File: src/rtl/ctrl_issue_pkg.sv
// Shared types for the issue stage: execution-unit selector, the decoded uop
// word that DEC hands to issue, and the scoreboard mask helper.
package exut;
  typedef enum logic [1:0] {
    EXU_ALU = 2'd0,
    EXU_MUL = 2'd1,
    EXU_LSU = 2'd2,
    EXU_BRU = 2'd3
  } exe_unit_type_t;
endpackage

package issq;
  localparam int NUM_REGS = 32;
  localparam int REG_W    = 5;
  localparam int NUM_EXU  = 4;

  typedef struct packed {
    logic [6:0]           uopcode;
    exut::exe_unit_type_t exu_type;
    logic [1:0]           iq_type;
    logic                 has_rd;
    logic                 has_rs1;
    logic                 has_rs2;
    logic [REG_W-1:0]     rd;
    logic [REG_W-1:0]     rs1;
    logic [REG_W-1:0]     rs2;
    logic [2:0]           imm_type;
    logic                 is_br;
    logic                 is_jal;
    logic                 is_jalr;
    logic [19:0]          packed_imm;
    logic [31:0]          instr;
  } issue_uop_t;

  // One-hot register mask; x0 is excluded so it can never become busy.
  function automatic logic [NUM_REGS-1:0] busy_mask(input logic valid,
                                                    input logic [REG_W-1:0] rd);
    logic [NUM_REGS-1:0] m;
    m = '0;
    if (valid && (rd != '0)) m[rd] = 1'b1;
    return m;
  endfunction
endpackage

File: src/rtl/ctrl_issue_scoreboard.sv
// 32-entry register scoreboard: writebacks clear, issue sets; a set wins over
// a same-cycle clear of the same register.
module reg_scoreboard
  import issq::*;
#(
  parameter int WB_PORTS = 2
) (
  input  logic                            clk,
  input  logic                            rst,
  input  logic                            set_valid,
  input  logic [REG_W-1:0]                set_rd,
  input  logic [WB_PORTS-1:0]             wb_valid,
  input  logic [WB_PORTS-1:0][REG_W-1:0]  wb_rd,
  output logic [NUM_REGS-1:0]             busy,
  output logic [NUM_REGS-1:0]             busy_eff
);

  logic [NUM_REGS-1:0] wb_clear;
  logic [NUM_REGS-1:0] busy_nxt;

  always_comb begin
    wb_clear = '0;
    for (int p = 0; p < WB_PORTS; p++) begin
      wb_clear = wb_clear | busy_mask(wb_valid[p], wb_rd[p]);
    end
  end

  // busy_eff is the view seen by the hazard check this cycle, so a writeback
  // unblocks the head with zero latency.
  assign busy_eff = busy & ~wb_clear;
  assign busy_nxt = busy_eff | busy_mask(set_valid, set_rd);

  always_ff @(posedge clk) begin
    if (rst) begin
      busy <= '0;
    end else begin
      busy <= busy_nxt;
    end
  end

endmodule

File: src/rtl/ctrl_issue.sv
// In-order issue stage: circular uop buffer, head-of-queue hazard check against
// the register scoreboard, and hand-off to the execution unit named by exu_type.
module ctrl_issue
  import issq::*;
#(
  parameter int DEPTH    = 4,
  parameter int WB_PORTS = 2
) (
  input  logic                            clk,
  input  logic                            rst,
  input  logic                            flush,
  input  logic                            enq_valid,
  output logic                            enq_ready,
  input  issue_uop_t                      enq_uop,
  output logic                            iss_valid,
  output issue_uop_t                      iss_uop,
  input  logic [NUM_EXU-1:0]              exu_ready,
  output logic                            iss_fire,
  input  logic [WB_PORTS-1:0]             wb_valid,
  input  logic [WB_PORTS-1:0][REG_W-1:0]  wb_rd,
  output logic [NUM_REGS-1:0]             busy
);

  localparam int PTR_W = (DEPTH > 1) ? $clog2(DEPTH) : 1;
  localparam logic [PTR_W:0] CNT_FULL = (PTR_W + 1)'(DEPTH);

  issue_uop_t          mem [DEPTH];
  logic [PTR_W-1:0]    head;
  logic [PTR_W-1:0]    tail;
  logic [PTR_W:0]      count;
  logic                do_enq;
  logic [NUM_REGS-1:0] busy_eff;
  logic                blk_rs1;
  logic                blk_rs2;
  logic                blk_rd;
  logic                set_valid;

  assign enq_ready = (count != CNT_FULL);
  assign do_enq    = enq_valid & enq_ready & ~flush;
  assign iss_uop   = mem[head];

  // RAW on either source, WAW on the destination.
  assign blk_rs1 = iss_uop.has_rs1 & busy_eff[iss_uop.rs1];
  assign blk_rs2 = iss_uop.has_rs2 & busy_eff[iss_uop.rs2];
  assign blk_rd  = iss_uop.has_rd  & busy_eff[iss_uop.rd];

  assign iss_valid = (count != '0) & ~flush & ~blk_rs1 & ~blk_rs2 & ~blk_rd;
  assign iss_fire  = iss_valid & exu_ready[iss_uop.exu_type];
  assign set_valid = iss_fire & iss_uop.has_rd;

  // Payload storage carries no reset; occupancy is tracked by count alone.
  always_ff @(posedge clk) begin
    if (do_enq) mem[tail] <= enq_uop;
  end

  always_ff @(posedge clk) begin
    if (rst || flush) begin
      head  <= '0;
      tail  <= '0;
      count <= '0;
    end else begin
      if (do_enq)   tail <= tail + 1'b1;
      if (iss_fire) head <= head + 1'b1;
      case ({do_enq, iss_fire})
        2'b10:   count <= count + 1'b1;
        2'b01:   count <= count - 1'b1;
        default: count <= count;
      endcase
    end
  end

  // The scoreboard survives flush: squashed-path uops already issued still write back.
  reg_scoreboard #(
    .WB_PORTS (WB_PORTS)
  ) u_sb (
    .clk       (clk),
    .rst       (rst),
    .set_valid (set_valid),
    .set_rd    (iss_uop.rd),
    .wb_valid  (wb_valid),
    .wb_rd     (wb_rd),
    .busy      (busy),
    .busy_eff  (busy_eff)
  );

endmodule

File: config.mk
export PLATFORM = sky130hd
export DESIGN_NAME = ctrl_issue
export DESIGN_NICKNAME = d
export VERILOG_FILES = /design/src/rtl/ctrl_issue_pkg.sv /design/src/rtl/ctrl_issue_scoreboard.sv /design/src/rtl/ctrl_issue.sv
export SDC_FILE = /design/constraint.sdc
export NUM_CORES = 1
export LEC_CHECK = 0
export CAP_MARGIN = 0
export CORE_MARGIN = 3
export CORE_UTILIZATION = 40
export DETAILED_ROUTE_END_ITERATION = 10
export SYNTH_ARGS = -nofsm -noshare
export SYNTH_HDL_FRONTEND = slang
export SYNTH_SLANG_ARGS = --single-unit
File: constraint.sdc
create_clock -name clk -period 4.75 [get_ports clk]
set_input_delay 0.7125 -clock clk [delete_from_list [all_inputs] [get_ports clk]]
set_output_delay 0.7125 -clock clk [all_outputs]
set_load 0.02 [all_outputs]
; ---- Yosys cells after proc, flatten, opt, wreduce, memory -nomap -nowiden
; Memories as Yosys holds them, arrays and structs flattened. A register that Yosys moved wholly into a read port is not among the register bits.
; Index checks and enable logic that the tools add are counted.
[totals]
ff_bits = 39
latchBits = 0
mem_bits_rw = 348
mem_bits_ro = 0
input_bits = 107
output_inout_bits = 122
elab_cells = 74
mem_count = 1
[op_classes]
addsub = 4
multipliers = 0
div = 0
order_cmp = 9
n_eq_ne = 3
n_shift = 0
muxes = 22
n_bitwise = 19
reduce_logical = 12
[memory_table]
columns = memory, depth, word_bits, rd, rd_ports_with_merged_regs, write_ports, line_no
row1 = mem, 4, 87, 1, 1, 1, ctrl_issue.sv:27  ; issue_uop_t mem [DEPTH];
[ops]
columns = operator, n
row1 = two-way mux 32 bit, 3
row2 = bitwise OR 32 bit, 2
row3 = AND 32 bit, 1
row4 = NOT 32 bit, 1
row5 = less-than comparator 5 x 6 -> 1 bit (second input constant), 5
row6 = binary-select mux 1 bit (select 5 bit), 3
row7 = demux 1 bit (select 5 bit), 3
row8 = greater-or-equal comparator 5 x 1 -> 1 bit (second input constant), 3
row9 = nonzero test 5 bit, 3
row10 = AND 1 bit, 11
row11 = two-way mux 1 bit, 9
row12 = logical AND 1 bit, 6
row13 = case mux 3 bit (2 select lines), 1
row14 = adder 2 x 1 -> 2 bit (second input constant), 2
row15 = two-way mux 2 bit, 2
row16 = NOT 1 bit, 4
row17 = adder 3 x 1 -> 3 bit (second input constant), 1
row18 = less-than comparator 2 x 3 -> 1 bit (second input constant), 1
row19 = inequality test 3 bit (second input constant), 1
row20 = nonzero test 3 bit, 1
row21 = subtractor 3 x 1 -> 3 bit (second input constant), 1
row22 = binary-select mux 1 bit (select 2 bit), 1
row23 = equality test 2 x 1 -> 1 bit (second input constant), 1
row24 = equality test 2 bit (second input constant), 1
row25 = other kinds (2), 2

; ---- Longest topological paths before layout
; Gate-level depths: netlist (run 1).
[logic_depth]
ltp_word = 20
mapped_depth = 17
mapped_depth_nobuf = 14

; ---- By module
; From an unflattened synthesis (run 1), not the netlist that was laid out.
[unflattened]
hier_cells = 796
hier_area_um2 = 15673.8
[by_module_without_submodules]
columns = mod, instances, cells_per_inst, area_per_inst_um2
row1 = ctrl_issue, 1, 648, 14034.7
row2 = reg_scoreboard, 1, 148, 1639.1

; ---- Worst setup path before layout (run 1)
; Ideal clock, no wire load.
[synth_timing]
path_kind = in2reg
start = input port wb_rd[9] (netlist bit)
end = register count[2]
setup_ps = 70
arrival_time_ps = 4340
t_required_ps = 4680
setup_slack_ps = 341
cell_stages = 14
path_cell_list = or4b_1 -> o221ai_1 -> mux2i_1 -> a21oi_1 -> nor4_1 -> or4_1 -> and4bb_4 -> and2_0 -> ha_1 -> inv_1 -> fa_1 -> xor2_1 -> or3_1 -> a21oi_1
[synth_between]
elab_chain_cells = 18
[synth_lines]
columns = element, line_no
row1 = start: declaration, ctrl_issue.sv:20  ; input logic [WB_PORTS-1:0][REG_W-1:0] wb_rd,
row2 = less-than comparator 5 x 6 -> 1 bit (implied by the code) or greater-or-equal comparator 5 x 1 -> 1 bit (tied branches), ctrl_issue_pkg.sv:40  ; if (valid && (rd != '0)) m[rd] = 1'b1;
row3 = logical AND 1 bit (implied by the code), ctrl_issue_pkg.sv:40
row4 = two-way mux 1 bit (implied by the code), ctrl_issue_pkg.sv:40
row5 = demux 1 bit (select 5 bit), --
row6 = two-way mux 32 bit (*), ctrl_issue_pkg.sv:40
row7 = bitwise OR 32 bit (*), ctrl_issue_scoreboard.sv:24  ; wb_clear = wb_clear | busy_mask(wb_valid[p], wb_rd[p]);
row8 = NOT 32 bit (*), ctrl_issue_scoreboard.sv:30  ; assign busy_eff = busy & ~wb_clear;
row9 = AND 32 bit (*), ctrl_issue_scoreboard.sv:30
row10 = [... 3 more ...], --
row11 = NOT 1 bit, ctrl_issue.sv:47  ; assign iss_valid = (count != '0) & ~flush & ~blk_rs1 & ~blk_rs2 & ~blk_rd;
row12 = AND 1 bit (2 in a row), ctrl_issue.sv:47
row13 = AND 1 bit (*), ctrl_issue.sv:47
row14 = via iss_valid, ctrl_issue.sv:15  ; output logic iss_valid,
row15 = AND 1 bit (*), ctrl_issue.sv:48  ; assign iss_fire = iss_valid & exu_ready[iss_uop.exu_type];
row16 = via iss_fire, ctrl_issue.sv:18  ; output logic iss_fire,
row17 = equality test 2 x 1 -> 1 bit or equality test 2 bit (tied branches), ctrl_issue.sv:64  ; case ({do_enq, iss_fire})
row18 = case mux 3 bit (2 select lines) or nonzero test 2 bit (tied branches), --
row19 = end signal: assignment, ctrl_issue.sv:65  ; 2'b10: count <= count + 1'b1;
row20 = end signal: assignment, ctrl_issue.sv:66  ; 2'b01: count <= count - 1'b1;
row21 = end signal: assignment, ctrl_issue.sv:67  ; default: count <= count;
row22 = end: declaration, ctrl_issue.sv:30  ; logic [PTR_W:0] count;
; Mark *: on every way through the listed nets, which the timed path passes. The rest lies on a longest branch. The select of a mux whose other input is x is not followed.
; A chain may end at the register's enable or synchronous reset.

; ---- Worst setup path after layout (run 1)
[layout_timing]
start = input port wb_rd[1] (netlist bit)
end = output port iss_fire
[layout_between]
elab_chain_cells = 16
[layout_lines]
columns = element, line_no
row1 = less-than comparator 5 x 6 -> 1 bit (implied by the code) or greater-or-equal comparator 5 x 1 -> 1 bit (tied branches), ctrl_issue_pkg.sv:40
row2 = logical AND 1 bit (implied by the code), ctrl_issue_pkg.sv:40
row3 = two-way mux 1 bit (implied by the code), ctrl_issue_pkg.sv:40
row4 = demux 1 bit (select 5 bit), --
row5 = two-way mux 32 bit (*), ctrl_issue_pkg.sv:40
row6 = bitwise OR 32 bit (*), ctrl_issue_scoreboard.sv:24
row7 = NOT 32 bit (*), ctrl_issue_scoreboard.sv:30
row8 = AND 32 bit (*), ctrl_issue_scoreboard.sv:30
row9 = binary-select mux 1 bit (select 5 bit), ctrl_issue.sv:43  ; assign blk_rs1 = iss_uop.has_rs1 & busy_eff[iss_uop.rs1];
row10 = two-way mux 1 bit (implied by the code), ctrl_issue.sv:43
row11 = AND 1 bit, ctrl_issue.sv:43
row12 = NOT 1 bit, ctrl_issue.sv:47
row13 = AND 1 bit (2 in a row), ctrl_issue.sv:47
row14 = AND 1 bit (*), ctrl_issue.sv:47
row15 = AND 1 bit (*), ctrl_issue.sv:48
row16 = end: declaration, ctrl_issue.sv:18
; Every way passes the cells marked *; elsewhere a longest branch is shown, timed or not. The select of a mux whose other input is x is not followed.

==> impl_metrics.json, run 1 <==
{
  "cts_buffer_depth": 3,
  "die-width_um": 204,
  "grt_overflow": 0,
  "synthDistinctLibCells": 59,
  "period_minus_slack_ns": 4.62,
  "cp-end-kind": "primary output",
  "critPathArrivalTime_ns": 3.91,
  "cts.sinks": 389,
  "maxSlewHeadroom_pct": 36.6,
  "antenna_found_initial": 4,
  "crit_chain": "clkdlybuf4s50_1 > or4b_4 > o221ai_2 > mux2i_1 > mux2i_1 > a2111oi_0 > or4_1 > and4bb_4 > and2_0 > buf_4 > buf_4",
  "met2_usage_pct": 27.6,
  "routed_wl_mm": 37.5,
  "grtUsageTotal_pct": 18.1,
  "finalNonFillerCells": 1638,
  "synth_nets": 921,
  "leakage_nw": 6.34,
  "synth_compound_area_share_pct": 5.58,
  "path_clk_slew_ns": 0.06,
  "final_common_cell": "edfxtp_1",
  "netlist_top_cells_area": "edfxtp_1, mux4_2, dfxtp_1",
  "crit_buf_inv": 3,
  "synth_cells": 808,
  "synthFlopType": "edfxtp_1",
  "drcViolationCount": 0,
  "coreArea_um2": 38100,
  "rows": 71,
  "period_share_pct": 97.3,
  "drive_above_1_share_pct": 20.7,
  "die_h_um": 204,
  "fill_cells": 3068,
  "clk_latency_ns": 0.56,
  "hpwl_mm": 25.1,
  "critical-path-top-delay-family": "simple AND/OR/NAND/NOR gates",
  "grt_pass1_wl_mm": 57.1,
  "grt_busiest_layer": "met2",
  "grt_start_max_net_pins": 50,
  "hold_viol": 0,
  "yosysSeqAreaShare_pct": 72.0,
  "cts.htree.levels": 2,
  "r2r_end": "count[2]",
  "worstMarginPinSlew_ns": 0.951,
  "viasPerCell": 5.52,
  "met3_usage_pct": 6.46,
  "fin_util_pct": 52.9,
  "rsz0062_at_grt": "false",
  "io_pins": 229,
  "critPathSlowestCell": "or4b_4",
  "cp.required_ns": 4.04,
  "area_growth_pct": 28.9,
  "dp_cells": 1555,
  "grt_pass1_vias": 9253,
  "final_cell_mix": "edfxtp_1, clkdlybuf4s50_1, mux4_2, buf_4, clkbuf_16",
  "regArea_um2": 11300,
  "yosysTopAreaCellShare_pct": 66.8,
  "yosysTopAreaCell": "edfxtp_1",
  "drt_iter0_drc": 706,
  "place.gp.congestion": 0.929,
  "fmax_ghz": 0.216,
  "async_reset_ff_share_pct": 0,
  "syn_avg_cell_area_um2": 19.4,
  "synth_top_family_by_area": "multiplexers",
  "cts_tree": "built",
  "start_util_pct": 41.1,
  "clockRootBuffer": "clkbuf_16",
  "rr_worst_depth": 14,
  "numCtsBuffers": 42,
  "maxCapViolCount": 0,
  "setup_viol": 0,
  "cp-start-kind": "input port",
  "min_path_cells": 2,
  "min_to": "tail[1]",
  "wire_per_inst_um": 22.9,
  "die_area_um2": 41500,
  "hp-class": "flip-flop to flip-flop",
  "synth-xor-area-share_pct": 0.168,
  "multi_input_area_um2": 4120,
  "cp_max_fo": 8,
  "hold_buffers": 0,
  "status": "completed",
  "path_class": "input port to primary output",
  "antenna_left": 0,
  "fin_nets": 1202,
  "slew_violations": 0,
  "final.setup_skew_ns": 0.0120,
  "power_density_nw_per_um2": 365,
  "first_pass_iters": 6,
  "r2r_slack_ns": 0.53,
  "ir_drop_mv": 0.359,
  "syn-cell-area_um2": 15600,
  "num_vias": 9047,
  "yosysWarnings": 0,
  "met1_usage_pct": 24.6,
  "yosys.area_share.simple_pct": 5.09,
  "cpPeakStageDelay_ns": 0.60,
  "synth_edf_count": 348,
  "io_buffers": 228,
  "holdCritStartpoint": "tail[1]",
  "synthAdderAreaFrac_pct": 0.528,
  "yosys_register_bits": 389,
  "synth_mux_area_share_pct": 14.9
}
-- Yosys cell counts (3+ instances only) --
library cell	n
edfxtp_1	348
mux4_2	92
dfxtp_1	41
o221ai_1	30
o32ai_1	30
nand2_1	27
nor2_1	25
mux2i_1	24
clkbuf_1	16
nand2b_1	14
buf_1	13
nor2b_1	8
a21oi_1	7
buf_2	7
inv_1	7
and2_1	6
buf_6	6
nand3_1	6
nand4b_1	6
nand4bb_1	6
o21ai_0	6
o22ai_1	6
or2_2	6
ha_1	5
nor3_1	5
nand4_1	4
nor3b_1	4
o221a_2	4
a211oi_1	3
a22oi_1	3
buf_4	3
or3_1	3
-- state kept, by name (all words and copies together) (netlist names), named ones only --
signal     flops
mem          348
u_sb.busy     32
count          3
head           2
tail           2
-- cell families after synthesis --
| logic type | after synthesis |
|---|---|
| flip-flops | 389 |
| AND/OR/NAND/NOR | 134 |
| XOR/XNOR | 3 |
| AO/OA/AOI/OAI | 105 |
| multiplexers | 118 |
| adder cells (fa/ha/maj) | 6 |
| buffers and inverters | 53 |
-- where the power goes --
part / internal [mW] / switching, mW
Clock: 1.82 / 1.31
Sequential: 3.78 / 0.0107
Combinational: 0.207 / 0.229
Total: 5.81 / 1.55
-- final cells by class --
cell class / instances / area share, %
Antenna cell: 4 / 0.0496
Tap cell: 511 / 3.17
Sequential cell: 389 / 55.9
Clock inverter: 25 / 1.22
Clock buffer: 53 / 5.42
Inverter: 8 / 0.149
Timing Repair Buffer: 282 / 13.6
Multi-Input combinational cell: 366 / 20.4
-- routing by layer --
layer | wire (um) | up-vias
met4 | 1140 | 4
met2 | 17400 | 336
met5 | 31 | -
li1 | - | 4006
met1 | 15500 | 4621
met3 | 3450 | 80
-- what timing repair did --
item                                   CTS  global route
setup endpoints to repair                1             0
setup buffers                            1             0
endpoints found under the hold margin    0             0
resized for setup                        1             0
-- per-stage QoR --
| step | worst slack, ns | instance area, um2 | setup TNS (ns) | power (mW) | hold slack [ns] |
|---|---|---|---|---|---|
| floorplan | 0.341 | 15600 | 0 | 4.05 | 0.469 |
| global route | 0.0143 | 20200 | 0 | 7.62 | 0.523 |
| CTS | 0.136 | 20200 | 0 | 7.45 | 0.502 |
| finish | 0.129 | 20200 | 0 | 7.36 | 0.501 |
| detailed placement | -0.140 | 18800 | -0.140 | 4.30 | 0.495 |
| global placement | -0.0105 | 18800 | -0.0105 | 4.29 | 0.495 |
-- worst max-delay path by stage --
stage,from,endpoint,slack (ns),cells past startpoint
2_1_floorplan,wb_rd[9],count[2],0.34,14
3_3_place_gp,wb_rd[1],count[2],-0.01,15
3_5_place_dp,wb_rd[1],count[2],-0.14,15
4_1_cts,wb_rd[1],iss_fire,0.14,11
5_1_grt,flip-flop,iss_fire,0.01,11
6_report,wb_rd[1],iss_fire,0.13,11
-- tightest hold or removal path: stages (launching register included) --
cell and delay, ns:
dfxtp_1 0.34, nand2_1 0.06, a21oi_1 0.05
Power figures use the tool's default switching activity.
==> run 2, diff against run 1 <==
- SKIP_LAST_GASP: default -> 1
==> results of run 2 <==
The final DEF is identical to that of run 1; final timing and power are the same.
